$ cat src/rtl/uart_rx_frame_writer_pkg.sv
// Shared constants for the host-link UART upload path: bit timing, RAM port widths and
// the controller state encoding (kept in step with the transmit-side controller).
package uart_rx_frame_writer_pkg;

  localparam int CLKS_PER_BIT = 434;
  localparam int ADDR_W       = 25;
  localparam int DATA_W       = 128;

  localparam logic [1:0] ST_IDLE  = 2'd0;
  localparam logic [1:0] ST_ARMED = 2'd1;
  localparam logic [1:0] ST_DONE  = 2'd2;

  localparam logic [2:0] RX_IDLE  = 3'd0;
  localparam logic [2:0] RX_START = 3'd1;
  localparam logic [2:0] RX_DATA  = 3'd2;
  localparam logic [2:0] RX_STOP  = 3'd3;
  localparam logic [2:0] RX_WAIT  = 3'd4;

endpackage

$ cat src/rtl/uart_rx.sv
// 8N1 UART byte receiver: 2-FF synchroniser, mid-bit sampling, glitch-rejecting start
// detection and stop-bit check.
module uart_rx
  import uart_rx_frame_writer_pkg::*;
#(
  parameter int CLKS = 434
) (
  input  logic       clk,
  input  logic       rst_n,
  input  logic       rx,
  output logic       byte_valid,
  output logic [7:0] byte_data,
  output logic       stop_err
);

  localparam int CNT_W = $clog2(CLKS + 1);
  localparam logic [CNT_W-1:0] HALF_M1 = CNT_W'(CLKS / 2 - 1);
  localparam logic [CNT_W-1:0] FULL_M1 = CNT_W'(CLKS - 1);

  logic             rx_s1, rx_s2, rx_q;
  logic [2:0]       st;
  logic [CNT_W-1:0] cnt;
  logic [2:0]       bit_idx;
  logic [7:0]       shreg;

  assign byte_data = shreg;

  always_ff @(posedge clk) begin
    if (!rst_n) begin
      rx_s1      <= 1'b1;
      rx_s2      <= 1'b1;
      rx_q       <= 1'b1;
      st         <= RX_IDLE;
      cnt        <= '0;
      bit_idx    <= '0;
      shreg      <= '0;
      byte_valid <= 1'b0;
      stop_err   <= 1'b0;
    end else begin
      rx_s1      <= rx;
      rx_s2      <= rx_s1;
      rx_q       <= rx_s2;
      byte_valid <= 1'b0;
      stop_err   <= 1'b0;
      cnt        <= cnt + CNT_W'(1);
      case (st)
        RX_IDLE: if (rx_q && !rx_s2) begin
          st  <= RX_START;
          cnt <= '0;
        end
        // a start bit that is high again at its midpoint was only a glitch
        RX_START: if (cnt == HALF_M1) begin
          cnt     <= '0;
          bit_idx <= '0;
          st      <= rx_s2 ? RX_IDLE : RX_DATA;
        end
        RX_DATA: if (cnt == FULL_M1) begin
          cnt     <= '0;
          shreg   <= {rx_s2, shreg[7:1]};
          bit_idx <= bit_idx + 3'd1;
          if (bit_idx == 3'd7) st <= RX_STOP;
        end
        RX_STOP: if (cnt == FULL_M1) begin
          cnt <= '0;
          if (rx_s2) begin
            byte_valid <= 1'b1;
            st         <= RX_IDLE;
          end else begin
            stop_err <= 1'b1;
            st       <= RX_WAIT;
          end
        end
        RX_WAIT: if (rx_s2) st <= RX_IDLE;
        default: st <= RX_IDLE;
      endcase
    end
  end

endmodule

$ cat src/rtl/uart_rx_frame_writer.sv
// Host-link upload: packs received UART bytes into 128-bit words (first byte in [7:0]) and
// writes one frame's worth of words to SDRAM through the shared req/busy port.
module uart_rx_frame_writer
  import uart_rx_frame_writer_pkg::*;
#(
  parameter int                CLKS_PER_BIT    = uart_rx_frame_writer_pkg::CLKS_PER_BIT,
  parameter logic [17:0]       WORDS_PER_FRAME = 18'h1C200,
  parameter logic [ADDR_W-1:0] BASE_ADDR       = 25'h0,
  parameter int                ADDR_STEP       = 4
) (
  input  logic              clk,
  input  logic              rst_n,
  input  logic              RX,
  input  logic              start,
  input  logic              ram_busy,
  output logic              wr_req,
  output logic [ADDR_W-1:0] wr_address,
  output logic [DATA_W-1:0] wr_data,
  output logic              done,
  output logic              frame_err,
  output logic              overrun,
  output logic              busy_led
);

  logic       byte_valid, stop_err;
  logic [7:0] byte_data;

  uart_rx #(.CLKS(CLKS_PER_BIT)) u_rx (
    .clk        (clk),
    .rst_n      (rst_n),
    .rx         (RX),
    .byte_valid (byte_valid),
    .byte_data  (byte_data),
    .stop_err   (stop_err)
  );

  logic [1:0]        state;
  logic              start_q;
  logic [3:0]        byte_idx;
  logic [DATA_W-9:0] asm_reg;
  logic              pend, adv;
  logic [17:0]       word_cnt;

  // wr_req is combinational so a busy RAM port is honoured in the very cycle it is seen
  assign wr_req   = (state == ST_ARMED) && pend && !ram_busy;
  assign done     = (state == ST_DONE);
  assign busy_led = (state == ST_IDLE);

  always_ff @(posedge clk) begin
    if (!rst_n) begin
      state      <= ST_IDLE;
      start_q    <= 1'b0;
      byte_idx   <= '0;
      asm_reg    <= '0;
      wr_data    <= '0;
      pend       <= 1'b0;
      adv        <= 1'b0;
      word_cnt   <= '0;
      wr_address <= BASE_ADDR;
      frame_err  <= 1'b0;
      overrun    <= 1'b0;
    end else begin
      start_q <= start;
      adv     <= wr_req;
      if (stop_err) frame_err <= 1'b1;
      case (state)
        ST_IDLE: if (start && !start_q) begin
          state      <= ST_ARMED;
          word_cnt   <= '0;
          byte_idx   <= '0;
          frame_err  <= 1'b0;
          overrun    <= 1'b0;
          pend       <= 1'b0;
          wr_address <= BASE_ADDR;
        end
        ST_ARMED: begin
          if (wr_req) pend <= 1'b0;
          if (byte_valid) begin
            byte_idx <= byte_idx + 4'd1;
            for (int i = 0; i < 15; i++)
              if (byte_idx == 4'(i)) asm_reg[8*i +: 8] <= byte_data;
            // a full word while the previous one is still unwritten is dropped
            if (byte_idx == 4'hF) begin
              if (pend) begin
                overrun <= 1'b1;
              end else begin
                wr_data <= {byte_data, asm_reg};
                pend    <= 1'b1;
              end
            end
          end
          if (adv) begin
            wr_address <= wr_address + ADDR_W'(ADDR_STEP);
            word_cnt   <= word_cnt + 18'd1;
          end
          if (word_cnt == WORDS_PER_FRAME) state <= ST_DONE;
        end
        ST_DONE: state <= ST_IDLE;
        default: state <= ST_IDLE;
      endcase
    end
  end

endmodule

$ cat config.mk
export PLATFORM = sky130hd
export DESIGN_NAME = uart_rx_frame_writer
export DESIGN_NICKNAME = d
export VERILOG_FILES = /design/src/rtl/uart_rx_frame_writer_pkg.sv /design/src/rtl/uart_rx.sv /design/src/rtl/uart_rx_frame_writer.sv
export SDC_FILE = /design/constraint.sdc
export NUM_CORES = 1
export LEC_CHECK = 0
export ABC_CLOCK_PERIOD_IN_PS = 2500
export CAP_MARGIN = 20
export CORE_MARGIN = 2
export CORE_UTILIZATION = 55
export DETAILED_ROUTE_END_ITERATION = 6
export PLACE_DENSITY = 0.84
export REMOVE_ABC_BUFFERS = 1
export SYNTH_ARGS = -nofsm -noshare
export SYNTH_HDL_FRONTEND = slang
export SYNTH_SLANG_ARGS = --single-unit
$ cat constraint.sdc
create_clock -name clk -period 2.5 [get_ports clk]
set_input_delay 0.25 -clock clk [delete_from_list [all_inputs] [get_ports clk]]
set_output_delay 0.25 -clock clk [all_outputs]
set_load 0.01 [all_outputs]
# After elaboration in Yosys (flattened, before gate mapping)
# Cells that the tools add are included.
# W data, S select, Z words.
[op_classes]
n_addsub = 5
n_mul = 0
div_mod_pow = 0
magnitude_cmp = 0
n_eq_ne = 37
n_shift = 0
mux = 43
bitwise_logic = 1
reduce_logical = 38
[ops]
columns = ["operator", "n"]
rows = [
  ["$reduce_and A3 Y1", 19],
  ["$mux W25", 2],
  ["$pmux W25 S2", 1],
  ["$mux W18", 2],
  ["$pmux W18 S2", 1],
  ["$eq A4 B4 Y1 const B", 8],
  ["$mux W3", 9],
  ["$mux W9", 3],
  ["$pmux W9 S3", 1],
  ["$add A25 B3 Y25 const B", 1],
  ["$ne A2 B1 Y1 const B", 10],
  ["$add A18 B1 Y18 const B", 1],
  ["$eq A18 B17 Y1 const B", 1],
  ["$eq A4 B3 Y1 const B", 4],
  ["$pmux W3 S5", 1],
  ["$mux W1", 13],
  ["$add A9 B1 Y9 const B", 1],
  ["$eq A9 B8 Y1 const B", 1],
  ["$eq A9 B9 Y1 const B", 1],
  ["$eq A4 B2 Y1 const B", 2],
  ["$mux W4", 2],
  ["$pmux W4 S2", 1],
  ["$eq A3 B2 Y1 const B", 2],
  ["$eq A3 B3 Y1 const B", 2],
  ["other kinds (23)", 35],
]
[totals]
register_bits = 330
latchBits = 0
ramBits = 0
mem_bits_ro = 0
input_bits = 5
out_inout_bits = 158
elab_cells = 158
n_memories = 0

# Logic depth before layout (Yosys ltp)
[depth]
ltp_word = 8
ltp_mapped = 7
ltp_nobuf = 6

# Modules after synthesis
# From an unflattened synthesis, not the netlist that was laid out.
[hier_totals]
hier_cells = 1519
area_unflattened_um2 = 13202.7
[modules_own_cells]
columns = ["mod", "instances", "cells_per_inst", "area_per_inst_um2", "seq_area_each_um2"]
rows = [
  ["uart_rx_frame_writer", 1, 1373, 11888.9, 6005.8],
  ["uart_rx", 1, 146, 1313.8, 560.5],
]

# Worst setup path before layout
# No wires, ideal clock.
[synth_path]
path_type = "reg2reg"
from = "register u_rx.cnt[0]"
to = "register u_rx.cnt[2]"
setup_time_ns = 0.135
arrival_time_ns = 1.861
t_required_ns = 2.365
path_slack_ns = 0.504
path_stages_with_launch = 6
path_buffers = 0
period_less_slack_ns = 1.996
cell_sequence = "dfxtp_1 ha_1 nor4bb_1 a21boi_1 o41ai_4 nor2_1"
[synth_between]
elab_chain_cells = 3
elab_cells_between_ends = 7
cone_classes = "1 x add/sub; 2 x eq/ne; 4 x mux"
[synth_lines]
columns = ["item", "line_no", "rtl"]
rows = [
  ["start, declared", "uart_rx.sv:22", "logic [CNT_W-1:0] cnt;"],
  ["start signal, assigned", "uart_rx.sv:45", "cnt <= cnt + CNT_W'(1);"],
  ["$add A9 B1 Y9, or another cell as far along", "uart_rx.sv:45", ""],
  ["$mux W9, on equally long branches", "-", ""],
  ["$pmux W9 S3 *", "uart_rx.sv:46", "case (st)"],
]
# Every way passes the cells marked *; elsewhere a longest branch is shown, timed or not.
# A chain may end at the register's enable or synchronous reset.

# Final worst setup path
[layout_path]
from = "register state[0]"
to = "output port wr_req"
[layout_between]
elab_chain_cells = 3
[layout_lines]
columns = ["item", "line_no", "rtl"]
rows = [
  ["start, declared", "uart_rx_frame_writer.sv:37", "logic [1:0] state;"],
  ["start signal, assigned", "uart_rx_frame_writer.sv:51", "state <= ST_IDLE;"],
  ["start signal, assigned", "uart_rx_frame_writer.sv:68", "state <= ST_ARMED;"],
  ["start signal, assigned", "uart_rx_frame_writer.sv:96", "if (word_cnt == WORDS_PER_FRAME) state <= ST_DONE;"],
  ["$eq A2 B1 Y1", "uart_rx_frame_writer.sv:45", "assign wr_req = (state == ST_ARMED) && pend && !ram_busy;"],
  ["$logic_and A1 B1 Y1 (2 in a row)", "uart_rx_frame_writer.sv:45", ""],
  ["end, declared", "uart_rx_frame_writer.sv:16", "output logic wr_req,"],
]
# Every way passes these cells.

==> run summary <==
Max-slew violations - 0
Initial core utilization - 55.4%
Gr ovfl total - 0
Final nets - 1539
Post-route cell area - 0.0154 mm²
Outcome - complete, no violations
Min-Delay Path Class - input port to flip-flop
Clock latency on the worst-skew pair - 560 ps
Slowest-stage cell, CP - clkdlybuf4s50_1
Top FF cell, synth - dfxtp_1
Placed cell area - 0.0143 mm²
Filler instances - 1685
# placed instances - 1774
Leak - 5.35 nW
Maximum fanout along the worst path - 11
Die Area - 0.0238 mm²
Startpoint types - flip-flop
Crit path required time - 2250 ps
PwrDens - 668 mW/mm²
Area of the core - 0.0224 mm²
DR WL/cell - 16.1 µm
CTS Buf Count - 31
CTS root buf - clkbuf_16
CTS tree - done
Num Clock Sinks - 328
Worst endpoint data arrival time - 2150 ps
Fraction of registers with async set or reset after synthesis - 0%
Clock slew at reported path FFs - 60 ps
Hold WS - 265 ps
Routed vias - 10200
Slew headroom - 33.9%
Worst Tran Pin Value - 991 ps
Post-synth top cells - 328 x dfxtp_1, 285 x nand2_1, 168 x nor2_1
Drt total wl - 29500 µm
GR Util All Layers - 24.0%
Die width - 154 µm
Row count - 55
Post-route ant nets - 0
Drt pass-1 iters - 6
Setup violators final - 0
Cell area after synthesis - 0.0124 mm²
Initial detailed-routing violation count - 722
Most common cell in the synthesized netlist - dfxtp_1
Endpoints failing hold - 0
Max FFs per register - 128
Syn_area_per_cell - 8.87 µm²
Post-CTS Hold Buffers - 0
Crit end category - output port
P&R area growth vs syn - 23.5%
Largest cells by area after synthesis - dfxtp_1 53%, mux2i_1 10%, nand2_1 8.6%, a21oi_1 6.6%, nor2_1 5.1%
CP Class - flip-flop to output port
Clock skew - 17.4 ps
Sequential share of the synthesized area - 52.8%
Post-DP HPWL - 18400 µm
Post-synth EDFFs - 0
Layout cells sized above 1 - 6.54%
Yosys warning count - 0
First-pass GRT wire length - 47600 µm
Post-DR vias/cell - 5.57
Final worst path period share - 95.8%
Ant diodes - 0
Post-Layout Cell Count - 1830
H-tree depth - 1
Chip height - 154 µm
Slowest Stage Delay on Critical Path - 550 ps
Buffers on Ports - 160
Peak supply drop - 0.487 mV
DRC - 0
Longest Clk Path Bufs - 3
Flip-flop and latch count after synthesis - 328
Synth unique cells - 59
RSZ-0062 raised after global routing - false
Fin crit period - 2400 ps
Max-cap viol count - 0
Cell accounting for the most synthesized area - dfxtp_1
Syn Inst Count - 1403
Initial antenna violation count - 0
I/O Pins - 163
Largest net degree at the start of global routing - 92
Design Power - 0.0103 W
GP Congestion - 0.802
Post-synth top area share - 52.8%
FMAX - 0.417 GHz
Crit-path cells - buf_4 -> nor2b_2 -> and3_1 -> clkdlybuf4s50_1
Vias in the first global route - 9506
==> stage by stage <==
step	utilization, %	setup slack, ps	TNS (ps)
2_1_floorplan	-	-5140	-948460
3_3_place_gp	63.8	218	0
3_5_place_dp	63.8	117	0
4_1_cts	68.5	79.3	0
5_1_grt	68.5	37.2	0
6_report	68.5	104	0
==> kinds of logic (layout without fill, tap and decap cells) <==
logic type,count (synthesis),after routing,share of synthesized area (%)
flip-flops,328,328,52.8
adder cells (fa/ha/maj),12,12,1.21
AND/OR/NAND/NOR,570,570,20.1
AO/OA/AOI/OAI,226,226,10.4
multiplexers,131,131,10.6
other,1,2,0.0301
XOR/XNOR,18,18,1.27
buffers and inverters,117,258,3.70
==> placed cells by master, fill, tap and decap left out, types with 7 or more instances in the layout <==
cell type,Yosys,final
nand3_1,18,18
inv_1,16,16
xor2_1,9,9
clkbuf_16,0,31
mux2i_1,130,130
nor2_2,11,11
o21ai_0,15,15
clkinv_2,0,9
buf_4,2,17
nand2b_1,12,12
a21oi_1,164,164
nand2_1,285,285
nor2_1,168,168
buf_12,0,8
ha_1,12,12
clkdlybuf4s50_1,0,160
dfxtp_1,328,327
or4_1,17,17
xnor2_1,9,9
nand4_1,7,7
or3_1,11,10
o31ai_1,18,18
==> what timing repair did <==
| action | in CTS | in global routing |
|---|---|---|
| endpoints found under the setup margin | 1 | 0 |
| buffers inserted | 0 | 0 |
| resized for setup | 2 | 0 |
==> worst max-delay path: cells and delay by family, from the launching register on <==
kind | cells | cell delay (ps)
buffers and inverters | 2 | 750
DFF | 1 | 390
and+or+nand+nor | 2 | 450
==> path summary, 6_finish.rpt <==
kind / from / endpoint / slack, ps / cells after the start
worst min-delay path: RX / u_rx.rx_s1$_SDFF_PN1_ / 270 / 2
worst min register to register: u_rx.rx_s1$_SDFF_PN1_ / u_rx.rx_s2$_SDFF_PN1_ / 420 / 1
worst max-delay path: state[0]$_SDFFE_PN0P_ / wr_req / 100 / 4
worst max register to register: u_rx.cnt[0]$_SDFF_PN0_ / u_rx.cnt[4]$_SDFF_PN0_ / 310 / 6
==> final cells by class <==
type	instances	area [µm²]	area share, %
clock buffers	41	873	5.68
clock inverters	15	181	1.18
inverters	17	71.3	0.464
multi-input cells	959	5430	35.3
flip-flops and latches	328	6570	42.7
well taps	285	357	2.32
repair buffers	185	1890	12.3
==> power breakdown <==
group / leakage, nW / switching, W / total (W) / internal (W)
sequential: 2.64 / 0.0000140 / 0.00525 / 0.00524
clock: 0.526 / 0.00195 / 0.00481 / 0.00286
combinational: 2.18 / 0.000138 / 0.000208 / 0.0000695
==> metal layers <==
metal  part of all wire, %  GRT usage, %  up-vias
li1                      -             -     4941
met1                    44          31.7     4951
met2                    50          41.3      246
met3                   4.6          3.45       47
met4                   1.9          6.61        0
met5                     0             0        -
No activity file was read; power rests on OpenSTA's default activity.
